$ cat src/rtl/clk_div_pkg.sv
// Shared constants and divisor clamping for the clock-divider bank.
package clk_div_pkg;

    localparam int DEF_CNT_W   = 20;
    localparam int DEF_DIV_RST = 1000;
    localparam int DIV_MIN     = 2;

    // Divisors below DIV_MIN cannot form a high and a low phase, so they are raised to it.
    function automatic logic [31:0] clamp_div(input logic [31:0] div);
        return (div < 32'(DIV_MIN)) ? 32'(DIV_MIN) : div;
    endfunction

endpackage

$ cat src/rtl/clk_div_if.sv
// Divisor configuration bus: valid/ready write of one channel's divisor plus an error pulse.
interface clk_div_if import clk_div_pkg::*; #(
    parameter int CH    = 4,
    parameter int CNT_W = DEF_CNT_W
);
    localparam int CH_W = (CH > 1) ? $clog2(CH) : 1;

    logic             cfg_valid;
    logic             cfg_ready;
    logic [CH_W-1:0]  cfg_ch;
    logic [CNT_W-1:0] cfg_div;
    logic             cfg_err;

    modport master (
        output cfg_valid, cfg_ch, cfg_div,
        input  cfg_ready, cfg_err
    );

    modport slave (
        input  cfg_valid, cfg_ch, cfg_div,
        output cfg_ready, cfg_err
    );

endinterface

$ cat src/rtl/clk_div_chan.sv
// One divider channel: period counter, active and pending divisor, registered clk_out/tick.
module clk_div_chan import clk_div_pkg::*; #(
    parameter int CNT_W   = DEF_CNT_W,
    parameter int DEF_DIV = DEF_DIV_RST
) (
    input  logic             clk,
    input  logic             rst,
    input  logic             en,
    input  logic             sync,
    input  logic             wr,
    input  logic [CNT_W-1:0] wr_div,
    output logic             pend,
    output logic             clk_out,
    output logic             tick
);

    logic [CNT_W-1:0] cnt;
    logic [CNT_W-1:0] div_act;
    logic [CNT_W-1:0] pend_div;
    logic [CNT_W-1:0] cnt_n;
    logic [CNT_W-1:0] div_n;
    logic             wrap;
    logic             apply;

    assign wrap  = (cnt == div_act - CNT_W'(1));
    // A pending divisor lands only on a period boundary: sync, a running wrap, or while idle.
    assign apply = pend && (sync || !en || wrap);

    // NOTE: every signal driven here gets a default first, so no path can infer a latch.
    always_comb begin
        cnt_n = cnt;
        div_n = div_act;
        if (apply) div_n = pend_div;
        if (sync || apply) cnt_n = '0;
        else if (en)       cnt_n = wrap ? '0 : cnt + CNT_W'(1);
    end

    // NOTE: state uses <= so each flop samples its peers' pre-edge values, whatever the block order.
    always_ff @(posedge clk) begin
        if (rst) begin
            cnt     <= '0;
            div_act <= CNT_W'(DEF_DIV);
            pend    <= 1'b0;
            clk_out <= 1'b0;
            tick    <= 1'b0;
        end else begin
            cnt     <= cnt_n;
            div_act <= div_n;
            clk_out <= (cnt_n >= (div_n >> 1));
            tick    <= en && !sync && (cnt_n == div_n - CNT_W'(1));
            if (wr)         pend <= 1'b1;
            else if (apply) pend <= 1'b0;
        end
    end

    // NOTE: pend_div is pure data qualified by pend, so it deliberately has no reset.
    always_ff @(posedge clk) begin
        if (wr) pend_div <= wr_div;
    end

endmodule

$ cat src/rtl/clk_div_bank.sv
// Bank of CH programmable clock dividers sharing one config port and one sync pulse.
module clk_div_bank import clk_div_pkg::*; #(
    parameter int CH      = 4,
    parameter int CNT_W   = DEF_CNT_W,
    parameter int DEF_DIV = DEF_DIV_RST
) (
    input  logic          clk,
    input  logic          rst,
    input  logic [CH-1:0] en,
    input  logic          sync,
    clk_div_if.slave      cfg,
    output logic [CH-1:0] clk_out,
    output logic [CH-1:0] tick
);

    logic [CH-1:0]    pend;
    logic             hs;
    logic [CNT_W-1:0] div_c;

    // Only one update may be outstanding bank-wide, which keeps the pending slots simple.
    assign cfg.cfg_ready = ~|pend;
    assign hs            = cfg.cfg_valid && cfg.cfg_ready;
    assign div_c         = CNT_W'(clamp_div(32'(cfg.cfg_div)));

    always_ff @(posedge clk) begin
        if (rst) cfg.cfg_err <= 1'b0;
        else     cfg.cfg_err <= hs && (int'(cfg.cfg_ch) >= CH);
    end

    for (genvar i = 0; i < CH; i++) begin : g_chan
        clk_div_chan #(
            .CNT_W   (CNT_W),
            .DEF_DIV (DEF_DIV)
        ) u_chan (
            .clk     (clk),
            .rst     (rst),
            .en      (en[i]),
            .sync    (sync),
            .wr      (hs && (int'(cfg.cfg_ch) == i)),
            .wr_div  (div_c),
            .pend    (pend[i]),
            .clk_out (clk_out[i]),
            .tick    (tick[i])
        );
    end

endmodule
$ cat src/flat_wrapper.sv
// flat-port wrapper written by rule: the top's interface ports become plain ports
module clk_div_bank_flat import clk_div_pkg::*;
#(
    parameter int CH      = 4,
    parameter int CNT_W   = DEF_CNT_W,
    parameter int DEF_DIV = DEF_DIV_RST
)
  (clk, rst, en, sync, clk_out, tick, cfg_cfg_valid, cfg_cfg_ch, cfg_cfg_div, cfg_cfg_ready, cfg_cfg_err);
  clk_div_if #(.CH(CH), .CNT_W(CNT_W)) cfg_i ();
  input  logic clk;
  input  logic rst;
  input  logic [CH-1:0] en;
  input  logic sync;
  output logic [CH-1:0] clk_out;
  output logic [CH-1:0] tick;
  input wire logic [$bits(cfg_i.cfg_valid)-1:0] cfg_cfg_valid;
  input wire logic [$bits(cfg_i.cfg_ch)-1:0] cfg_cfg_ch;
  input wire logic [$bits(cfg_i.cfg_div)-1:0] cfg_cfg_div;
  output wire logic [$bits(cfg_i.cfg_ready)-1:0] cfg_cfg_ready;
  output wire logic [$bits(cfg_i.cfg_err)-1:0] cfg_cfg_err;
  assign cfg_i.cfg_valid = cfg_cfg_valid;
  assign cfg_i.cfg_ch = cfg_cfg_ch;
  assign cfg_i.cfg_div = cfg_cfg_div;
  assign cfg_cfg_ready = cfg_i.cfg_ready;
  assign cfg_cfg_err = cfg_i.cfg_err;
  clk_div_bank #(.CH(CH), .CNT_W(CNT_W), .DEF_DIV(DEF_DIV)) u_core (.clk(clk), .rst(rst), .en(en), .sync(sync), .cfg(cfg_i), .clk_out(clk_out), .tick(tick));
endmodule
$ cat config.mk
export PLATFORM = sky130hd
export DESIGN_NAME = clk_div_bank_flat
export DESIGN_NICKNAME = d
export VERILOG_FILES = /design/src/rtl/clk_div_pkg.sv /design/src/rtl/clk_div_if.sv /design/src/rtl/clk_div_chan.sv /design/src/rtl/clk_div_bank.sv /design/src/flat_wrapper.sv
export SDC_FILE = /design/constraint.sdc
export NUM_CORES = 1
export LEC_CHECK = 0
export ABC_AREA = 1
export BUFFER_PORTS_ARGS = -buffer_cell sky130_fd_sc_hd__buf_2
export CAP_MARGIN = 20
export CELL_PAD_IN_SITES_DETAIL_PLACEMENT = 0
export CELL_PAD_IN_SITES_GLOBAL_PLACEMENT = 1
export CORE_AREA = 2 2 245 247
export DETAILED_ROUTE_END_ITERATION = 12
export DIE_AREA = 0 0 247 249
export PLACE_DENSITY_LB_ADDON = 0.15
export SLEW_MARGIN = 20
export SYNTH_ARGS = -nofsm -noshare
export SYNTH_HDL_FRONTEND = slang
export SYNTH_HIERARCHICAL = 1
export SYNTH_SLANG_ARGS = --single-unit
$ cat constraint.sdc
create_clock -name clk -period 3.81 [get_ports clk]
set_input_delay 0.762 -clock clk [delete_from_list [all_inputs] [get_ports clk]]
set_output_delay 0.762 -clock clk [all_outputs]
set_load 0.05 [all_outputs]
==> results of run 1 <==
[power by group through the flow]
stage	Clock [mW]	Combinational, mW	Sequential (mW)
final	3.68	1.11	2.88
after global routing	3.87	1.23	2.88
after global placement	0	0.989	2.93
after floorplan	0	0.623	2.92
after CTS	3.78	1.04	2.88
after detailed placement	0	0.993	2.93
[kinds of logic after synthesis]
family                   count (synthesis)
AND/OR/NAND/NOR                       1978
buffers and inverters                  478
flip-flops                             252
AO/OA/AOI/OAI                          131
XOR/XNOR                               131
adder cells (fa/ha/maj)                 88
multiplexers                             3
other                                    1
[sequential cells by signal (all words and copies together), names as in the netlist]
register                       count
u_core/g_chan.u_chan/clk_out       4
u_core/g_chan.u_chan/pend_div     80
u_core/g_chan.u_chan/div_act      80
u_core/g_chan.u_chan/tick          4
u_core/g_chan.u_chan/cnt          80
u_core/g_chan.u_chan/pend          4
[cell usage after synthesis, types with 15 or more instances]
library cell and count:
a21oi_1 34, buf_6 19, clkbuf_1 38, dfxtp_1 172, edfxtp_1 80, ha_1 88
inv_1 388, nand2_1 951, nand2_2 71, nand3_1 274, nand3b_1 67, nand4_1 58
nor2_1 432, nor2_2 41, nor2_4 15, nor3_1 22, o21ai_0 29, xnor2_1 46
xor2_1 80
[final timing paths]
path,slack [ps],endpoint
hold / removal,540,u_core/g_chan[0].u_chan/pend_div[11]
setup reg to reg,-70,u_core/g_chan[2].u_chan/clk_out
hold reg to reg,590,u_core/g_chan[2].u_chan/div_act[19]
setup / recovery,-70,u_core/g_chan[2].u_chan/clk_out
[per-stage QoR]
stage | hold WS, ps | TNS [ps] | cells
after floorplan | 509 | 0 | 3062
after global placement | 577 | -1020 | 4070
after detailed placement | 584 | -1360 | 4070
after CTS | 495 | -97.4 | 4154
after global routing | 510 | -1510 | 4178
final | 540 | -107 | 4178
[cell type report]
type	instances	area, µm²
clock inverters	18	273
fillers	6174	33400
flip-flops and latches	252	5860
repair buffers	355	2740
inverters	400	1500
clock buffers	44	1000
well taps	773	967
multi-input cells	2336	12900
[layer usage]
metal	part of all wire	routed length [µm]	global-route usage
met1	0.46	32400	0.308
met2	0.46	32700	0.376
met3	0.047	3310	0.0322
met4	0.031	2190	0.0747
met5	0	0	0
[critical path, delay by kind of cell (launching register included)]
family / cells / cell delay (ps)
fa+ha+maj: 2 / 490
flops: 1 / 340
buf+inv: 3 / 150
simple gates: 17 / 1420
compound gates: 8 / 1330
[timing repair]
item,CTS,global route
gates resized for setup,104,147
setup buffers,19,22
setup endpoints to repair,7,8
cloned,3,3
pin swaps,46,104
==> impl_metrics.tcl, run 1 <==
set metrics [dict create \
    synth_nets 3180 \
    worstPathRequired_ps 4220 \
    async_reset_ff_frac 0 \
    synth_warnings 6 \
    cts-root-buf "clkbuf_16" \
    grt_pass1_vias 19800 \
    coreArea_um2 58700 \
    power.clock.fraction 0.480 \
    rsz0062_at_grt "yes" \
    grt_max_degree 51 \
    yosys.area_share.xor_xnor 0.0614 \
    final.setup.worst_slack_ps -67.9 \
    leakage_nw 12.4 \
    seqPwrFrac 0.375 \
    final_area_um2 25200 \
    pre_cts_slack_ps -452 \
    drc 0 \
    netlist_top_cells_area "nand2_1 18%, dfxtp_1 17%, edfxtp_1 12%" \
    avgSynthCellArea_um2 6.47 \
    post-route-util 0.430 \
    crit_fanout 7 \
    holdBufCountCts 0 \
    dr_total_vias 20000 \
    post_drt_wl_per_cell_um 16.9 \
    wl_um 70700 \
    grt_pass1_wl_um 110000 \
    min_path_cells 1 \
    synth_ff_type "dfxtp_1" \
    synth_top_family_by_area "simple AND/OR/NAND/NOR gates" \
    cts_buffer_depth 3 \
    cts_tree "yes" \
    slew_headroom 0.503 \
    synthAdderAreaFrac 0.0556 \
    synth_seq_area_share 0.295 \
    synth_top_area_frac 0.180 \
    cts_sinks 252 \
    cp-end-kind "flip-flop" \
    crit_arrival_ps 4280 \
    p_int_mw 5.57 \
    crit_slowest_cell "dfxtp_2" \
    synth_compound_area_frac 0.0409 \
    gp_routability_congestion 0.900 \
    rows 89 \
    drive_above_1_share 0.228 \
    worstSetupPathType "flip-flop to flip-flop" \
    violations "setup timing" \
    crit_path_frequent_cell "nand2_1" \
    slowest_delay_ps 340 \
    final_common_cell "nand2_1" \
    antenna_found_initial 0 \
    dieArea_um2 61500 \
    slew_viol_final 0 \
    dpl-instance-area_um2 22600 \
    netlist_instances 3062 \
    clk_latency_ps 540 \
    min_path_type "input pin to flip-flop" \
    synthSimpleGateAreaFrac 0.446 \
    dp.final_hpwl_um 56300 \
    area_growth_syn_to_layout_pct 27.5 \
    antenna_cells 0 \
    synth_cell_types 53 \
    peakVddDrop_uv 317 \
    dr.pass1.iters 5 \
    p_switching_mw 2.09 \
    start_util 0.338 \
    maxCapViolCount 0 \
    synth_edf_count 80 \
    skew_ps 15.7 \
    yosysTopAreaCell "nand2_1" \
    worst_slew_pin_slew_ps 739 \
    portBuffers 38 \
    finalHoldViolCount 0 \
    finalSetupViolCount 2 \
    fmax_ghz 0.258 \
    reg2reg_from "u_core/g_chan[2].u_chan/div_act[1]" \
    synth-seq-cells 252 \
    vias_per_cell 4.79 \
    layout_common_cells "908 x nand2_1, 393 x nor2_1, 376 x inv_1, 291 x buf_4, 258 x nand3_1" \
    die_h_um 249 \
    cts-htree-levels 2 \
    antenna_left 0 \
    comb_power_share 0.145 \
    startpoint_type "flip-flop" \
    track_usage 0.229 \
    finalPower_mw 7.67 \
    powerDensity_nw_per_um2 304 \
    syn_area_um2 19800 \
    gr-total-overflow 0 \
    die-width_um 247 \
    status "complete, but fails checks" \
    cts_buffers 35 \
    critPathLaunch "u_core/g_chan[2].u_chan/div_act[1]" \
    ios 40 \
    clkTransAtPathRegs_ps 60 \
    first_iter_violations 1244 \
    reg2reg_depth 30 \
    finalNetCount 3498 \
    p_sw_frac 0.273 \
    synthMuxAreaShare 0.00152 \
    timing.final.crit_share 1.02 \
    worstHoldStart "cfg_cfg_div[11]" \
    fin_crit_ps 3880 \
]
(Power assumes the default switching activity.)
==> run 2, diff against run 1 <==
clock period = 3.25 ns   (was 3.81 ns; I/O delays follow)
==> impl_metrics.tcl, run 2 (synthesis results as in run 1) <==
set metrics [dict create \
    status "complete, but fails checks" \
    violations "setup timing" \
    drive_above_1_share 0.305 \
    power.clock.fraction 0.448 \
    fmax_ghz 0.260 \
    layout_common_cells "903 x nand2_1, 645 x buf_4, 383 x nor2_1, 372 x inv_1, 255 x nand3_1" \
    dr_total_vias 21500 \
    grt_max_degree 66 \
    worstPathRequired_ps 3660 \
    grt_pass1_vias 20900 \
    p_int_mw 6.27 \
    slew_headroom 0.458 \
    gr-total-overflow 0 \
    crit_fanout 8 \
    die-width_um 247 \
    cts_sinks 252 \
    pre_cts_slack_ps -967 \
    first_iter_violations 1351 \
    worstPathBufferInverterCount 3 \
    min_path_type "input pin to flip-flop" \
    dieArea_um2 61500 \
    powerDensity_nw_per_um2 314 \
    final.setup.worst_slack_ps -602 \
    die_h_um 249 \
    holdWs_ps 416 \
    rsz0062_at_grt "yes" \
    portBuffers 38 \
    vias_per_cell 4.73 \
    finalPower_mw 8.79 \
    critical-path-top-delay-family "simple AND/OR/NAND/NOR gates" \
    fin_crit_ps 3850 \
    slew_viol_final 0 \
    cts-root-buf "clkbuf_16" \
    cp-end-kind "flip-flop" \
    final_common_cell "nand2_1" \
    clk_latency_ps 550 \
    leakage_nw 14.2 \
    start_util 0.338 \
    dr.pass1.iters 5 \
    p_sw_frac 0.286 \
    coreArea_um2 58700 \
    startpoint_type "flip-flop" \
    grt_pass1_wl_um 112000 \
    track_usage 0.234 \
    finalHoldViolCount 0 \
    finalSetupTns_ps -3390 \
    reg_top3 "u_core/g_chan.u_chan/cnt x80, u_core/g_chan.u_chan/div_act x80, u_core/g_chan.u_chan/pend_div x80" \
    peakVddDrop_uv 455 \
    dp.final_hpwl_um 58400 \
    drc 0 \
    skew_ps 23.1 \
    antenna_left 0 \
    antenna_found_initial 3 \
    clkTransAtPathRegs_ps 60 \
    rows 89 \
    wl_um 72500 \
    cts-htree-levels 2 \
    crit_slowest_cell "dfxtp_4" \
    cts_buffers 35 \
    crit_path_frequent_cell "nand2_1" \
    comb_power_share 0.169 \
    worst_slew_pin_slew_ps 812 \
    post_drt_wl_per_cell_um 16.0 \
    ios 40 \
    area_growth_syn_to_layout_pct 41.5 \
    finalNetCount 3860 \
    cts_buffer_depth 3 \
    finalSetupViolCount 8 \
    worstSetupPathType "flip-flop to flip-flop" \
    p_switching_mw 2.51 \
    maxCapViolCount 0 \
    gp_routability_congestion 0.958 \
    crit_arrival_ps 4260 \
    slowest_delay_ps 360 \
    seqPwrFrac 0.383 \
    timing.final.crit_share 1.19 \
    cts_tree "yes" \
]
[run 2: cell count changes in the layout (fill, tap and decap cells not counted), sizes merged]
cell	previous run	this run
nor2	493	494
bufbuf	0	1
bufinv	7	4
diode	0	1
clkinvlp	1	3
clkinv	10	12
inv	400	403
buf	355	713
[run 2: metal layers]
| layer | part of all wire | vias up | track usage |
|---|---|---|---|
| met2 | 0.46 | 450 | 0.387 |
| met1 | 0.46 | 9901 | 0.312 |
| li1 | - | 11000 | - |
| met4 | 0.033 | 4 | 0.0828 |
| met5 | 0.00084 | - | 0.00874 |
| met3 | 0.046 | 111 | 0.0257 |
[run 2: area by class of cell]
class	count	area, µm²
Antenna cell	1	2.50
Clock buffer	42	912
Clock inverter	22	246
Fill cell	6009	30700
Inverter	400	1510
Multi-Input combinational cell	2337	13000
Sequential cell	252	5880
Tap cell	773	967
Timing Repair Buffer	716	5490
[run 2: final timing paths]
path	startpoint	endpoint	slack [ps]	depth (start not counted)
min reg2reg	u_core/g_chan[2].u_chan/pend_div[19]	u_core/g_chan[2].u_chan/div_act[19]	600	2
min	cfg_cfg_div[3]	u_core/g_chan[3].u_chan/pend_div[3]	420	1
max	u_core/g_chan[3].u_chan/div_act[1]	u_core/g_chan[3].u_chan/clk_out	-600	26
max reg2reg	u_core/g_chan[3].u_chan/div_act[1]	u_core/g_chan[3].u_chan/clk_out	-600	26
[run 2: stage by stage]
| step | cells | util | cell area (µm²) |
|---|---|---|---|
| 2_1_floorplan | 3062 | - | 20000 |
| 3_3_place_gp | 4427 | 0.435 | 25500 |
| 3_5_place_dp | 4427 | 0.435 | 25500 |
| 4_1_cts | 4518 | 0.467 | 27400 |
| 5_1_grt | 4542 | 0.477 | 28000 |
| 6_report | 4543 | 0.477 | 28000 |
[run 2: power groups by stage]
stage                     Clock, mW  Combinational (mW)  Sequential, mW
after floorplan                   0               0.749            3.42
after global placement            0                1.31            3.43
after detailed placement          0                1.32            3.44
after CTS                      4.04                1.41            3.37
after global routing           4.14                1.63            3.37
final                          3.93                1.48            3.37
[run 2: what timing repair did]
action / CTS / global route
cloned: 6 / 1
hold buffers: 0 / 0
resized for setup: 139 / 112
setup endpoints to repair: 8 / 8
setup buffers: 23 / 24
pin swaps: 75 / 91
==> run 3, diff against run 2 <==
CORE_AREA = 2 2 242 244   (was 2 2 245 247)
DIE_AREA = 0 0 244 246   (was 0 0 247 249)
SYNTH_HIERARCHICAL = unset   (was 1)
==> impl_metrics.tcl, run 3 <==
set metrics [dict create \
    finalSetupViolCount 8 \
    finalHoldViolCount 0 \
    grt_pass1_vias 20900 \
    final.setup.worst_slack_ps -570 \
    wl_um 72100 \
    powerDensity_nw_per_um2 300 \
    synth_seq_area_share 0.302 \
    drc 0 \
    synth_edf_count 80 \
    cts-htree-levels 1 \
    dieArea_um2 60000 \
    ios 40 \
    synth.most_common_cell "nand2_1" \
    coreArea_um2 57400 \
    crit_arrival_ps 4290 \
    status "complete, but fails checks" \
    slew_viol_final 0 \
    vias_per_cell 4.78 \
    cts_buffer_depth 3 \
    grt_max_degree 78 \
    dp.cells 4313 \
    cts_buffers 31 \
    dr.pass1.iters 5 \
    maxCapViolCount 0 \
    die-width_um 244 \
    start_util 0.338 \
    track_usage 0.237 \
    drive_above_1_share 0.309 \
    critPathLaunch "u_core.g_chan[1].u_chan.div_act[0]" \
    fillers 5851 \
    synth-seq-cells 252 \
    endpoint "u_core.g_chan[1].u_chan.clk_out" \
    reg2reg_depth 26 \
    dpl-instance-area_um2 25000 \
    r2r_slack_ps -570 \
    fin_crit_ps 3820 \
    crit_fanout 5 \
    avgSynthCellArea_um2 6.51 \
    netlist_top_cells_area "dfxtp_1 18%, nand2_1 17%, edfxtp_1 12%" \
    synth_top_area_frac 0.178 \
    synth_nets 3094 \
    finalNonFillerCells 4429 \
    reg_top3 "u_core.g_chan.u_chan.cnt x80, u_core.g_chan.u_chan.div_act x80, u_core.g_chan.u_chan.pend_div x80" \
    antenna_found_initial 1 \
    min_path_type "input pin to flip-flop" \
    synth_ff_type "dfxtp_1" \
    final_area_um2 27800 \
    grt_pass1_wl_um 112000 \
    wl_met2_um 34900 \
    violations "setup timing" \
    skew_ps 16.5 \
    syn_area_um2 19400 \
    timing.final.crit_share 1.18 \
    dr_total_vias 21200 \
    slew_headroom 0.391 \
    finalNetCount 3759 \
    peakVddDrop_uv 398 \
    rsz0062_at_grt "yes" \
    fmax_ghz 0.262 \
    netlist_instances 2976 \
    synth_warnings 0 \
    worst_slew_pin_slew_ps 913 \
    synthTopCellsByCount "900 x nand2_1, 415 x nor2_1, 375 x inv_1, 287 x nand3_1, 172 x dfxtp_1" \
    layout_common_cells "829 x nand2_1, 637 x buf_4, 363 x nor2_1, 351 x inv_1, 250 x nand3_1" \
    worstSetupPathType "flip-flop to flip-flop" \
    top_layer "met4" \
    cp-end-kind "flip-flop" \
    rows 88 \
    wl_met3_um 3030 \
    leakage_nw 13.9 \
    first_iter_violations 1246 \
    clkTransAtPathRegs_ps 60 \
    async_reset_ff_frac 0 \
    yosysTopAreaCell "dfxtp_1" \
    cts-root-buf "clkbuf_16" \
    reg2reg_from "u_core.g_chan[1].u_chan.div_act[0]" \
    dp.final_hpwl_um 58000 \
    final_common_cell "nand2_1" \
    clk_latency_ps 610 \
    die_h_um 246 \
    startpoint_type "flip-flop" \
    portBuffers 38 \
    synth_cell_types 48 \
    r2r-end "u_core.g_chan[1].u_chan.clk_out" \
    antenna_cells 0 \
    m1WireLength_um 32200 \
    antenna_left 0 \
    post_drt_wl_per_cell_um 16.3 \
    finalSetupTns_ps -3060 \
    worstPathRequired_ps 3720 \
    cts_sinks 252 \
    cts_tree "yes" \
    area_growth_syn_to_layout_pct 43.7 \
    gp_routability_congestion 0.930 \
    gr-total-overflow 0 \
]
run 3: cell types whose count changed after synthesis, sizes merged, moves of 9 or more:
cell / previous run / this run
inv: 399 / 379
a21oi: 34 / 59
nand3: 284 / 294
o21ai: 45 / 36
buf: 40 / 30
xor2: 80 / 97
nor2: 491 / 455
xnor2: 46 / 55
clkbuf: 38 / 54
nor3: 25 / 52
nand2: 1029 / 926
nand4: 58 / 67
run 3: cell type report:
cell class | count | area, µm² | share of cell area
Multi-Input combinational cell | 2258 | 13000 | 0.468
Sequential cell | 252 | 5870 | 0.211
Timing Repair Buffer | 716 | 5520 | 0.198
Inverter | 382 | 1460 | 0.0523
Tap cell | 765 | 957 | 0.0344
Clock buffer | 49 | 941 | 0.0338
Clock inverter | 7 | 50.0 | 0.00180
run 3: report_power, final:
part / total, mW / internal [mW] / switching [mW]
clock: 3.44 / 1.97 / 1.47
combinational: 1.55 / 0.656 / 0.893
sequential: 3.37 / 3.32 / 0.0551
total: 8.36 / 5.95 / 2.41
run 3: worst min-delay path by stage:
stage	start	to	slack, ps	depth (start not counted)
after floorplan	u_core.g_chan[1].u_chan.pend_div[19]	u_core.g_chan[1].u_chan.div_act[19]	500	2
after global placement	u_core.g_chan[2].u_chan.pend_div[14]	u_core.g_chan[2].u_chan.div_act[14]	580	2
after detailed placement	u_core.g_chan[2].u_chan.pend_div[14]	u_core.g_chan[2].u_chan.div_act[14]	590	2
after CTS	cfg_cfg_div[9]	u_core.g_chan[2].u_chan.pend_div[9]	340	1
after global routing	cfg_cfg_div[12]	u_core.g_chan[3].u_chan.pend_div[12]	360	1
final	cfg_cfg_div[18]	u_core.g_chan[3].u_chan.pend_div[18]	370	1
run 3: through the flow:
| stage | utilization | hold WS (ps) | worst slack (ps) | power [mW] |
|---|---|---|---|---|
| final | 0.485 | 371 | -570 | 8.36 |
| after global routing | 0.485 | 356 | -832 | 8.70 |
| after CTS | 0.475 | 341 | -598 | 8.39 |
| after detailed placement | 0.436 | 590 | -1120 | 4.80 |
| after global placement | 0.436 | 584 | -1110 | 4.79 |
| after floorplan | - | 498 | -143 | 4.18 |
run 3: what timing repair did:
action | 4_1_cts | 5_1_grt
cloned | 1 | 0
hold buffers | 0 | 0
pin swaps | 92 | 95
setup buffers | 47 | 15
setup endpoints to repair | 8 | 8
gates resized for setup | 208 | 146
run 3: metal layers:
layer | global-route usage | vias to the layer above
met5 | 0 | -
met4 | 0.0649 | 0
met3 | 0.0224 | 109
met2 | 0.422 | 420
met1 | 0.305 | 9823
li1 | - | 10800
run 3: cells by family (layout without fill, tap and decap cells):
| family | count (synthesis) | after routing | synth area share |
|---|---|---|---|
| and+or+nand+nor | 1879 | 1879 | 0.427 |
| buffers and inverters | 466 | 1154 | 0.0971 |
| DFF | 252 | 252 | 0.302 |
| xor gates and xnor gates | 158 | 158 | 0.0757 |
| AOI/OAI and AO/OA | 129 | 129 | 0.0399 |
| adders and majority gates | 88 | 88 | 0.0569 |
| muxes | 3 | 3 | 0.00155 |
| other | 1 | 1 | 0.000194 |
run 3: critical path, cell delays in order, from the launching register on:
cell	delay (ps)
dfxtp_2	350
inv_4	40
ha_4	220
xnor2_1	130
a21oi_2	150
nand3_1	100
nor2_2	160
nand2_2	90
nor2_4	150
nand3_4	120
nand2_4	120
nand2_8	100
nand2_8	120
inv_4	50
nand3_1	140
inv_2	90
ha_4	230
a21oi_2	140
a21oi_2	80
a2111oi_4	370
o31ai_4	140
a21oi_2	160
o21ai_1	100
nand3_1	90
nand2_2	60
a21oi_2	110
a21oi_1	60
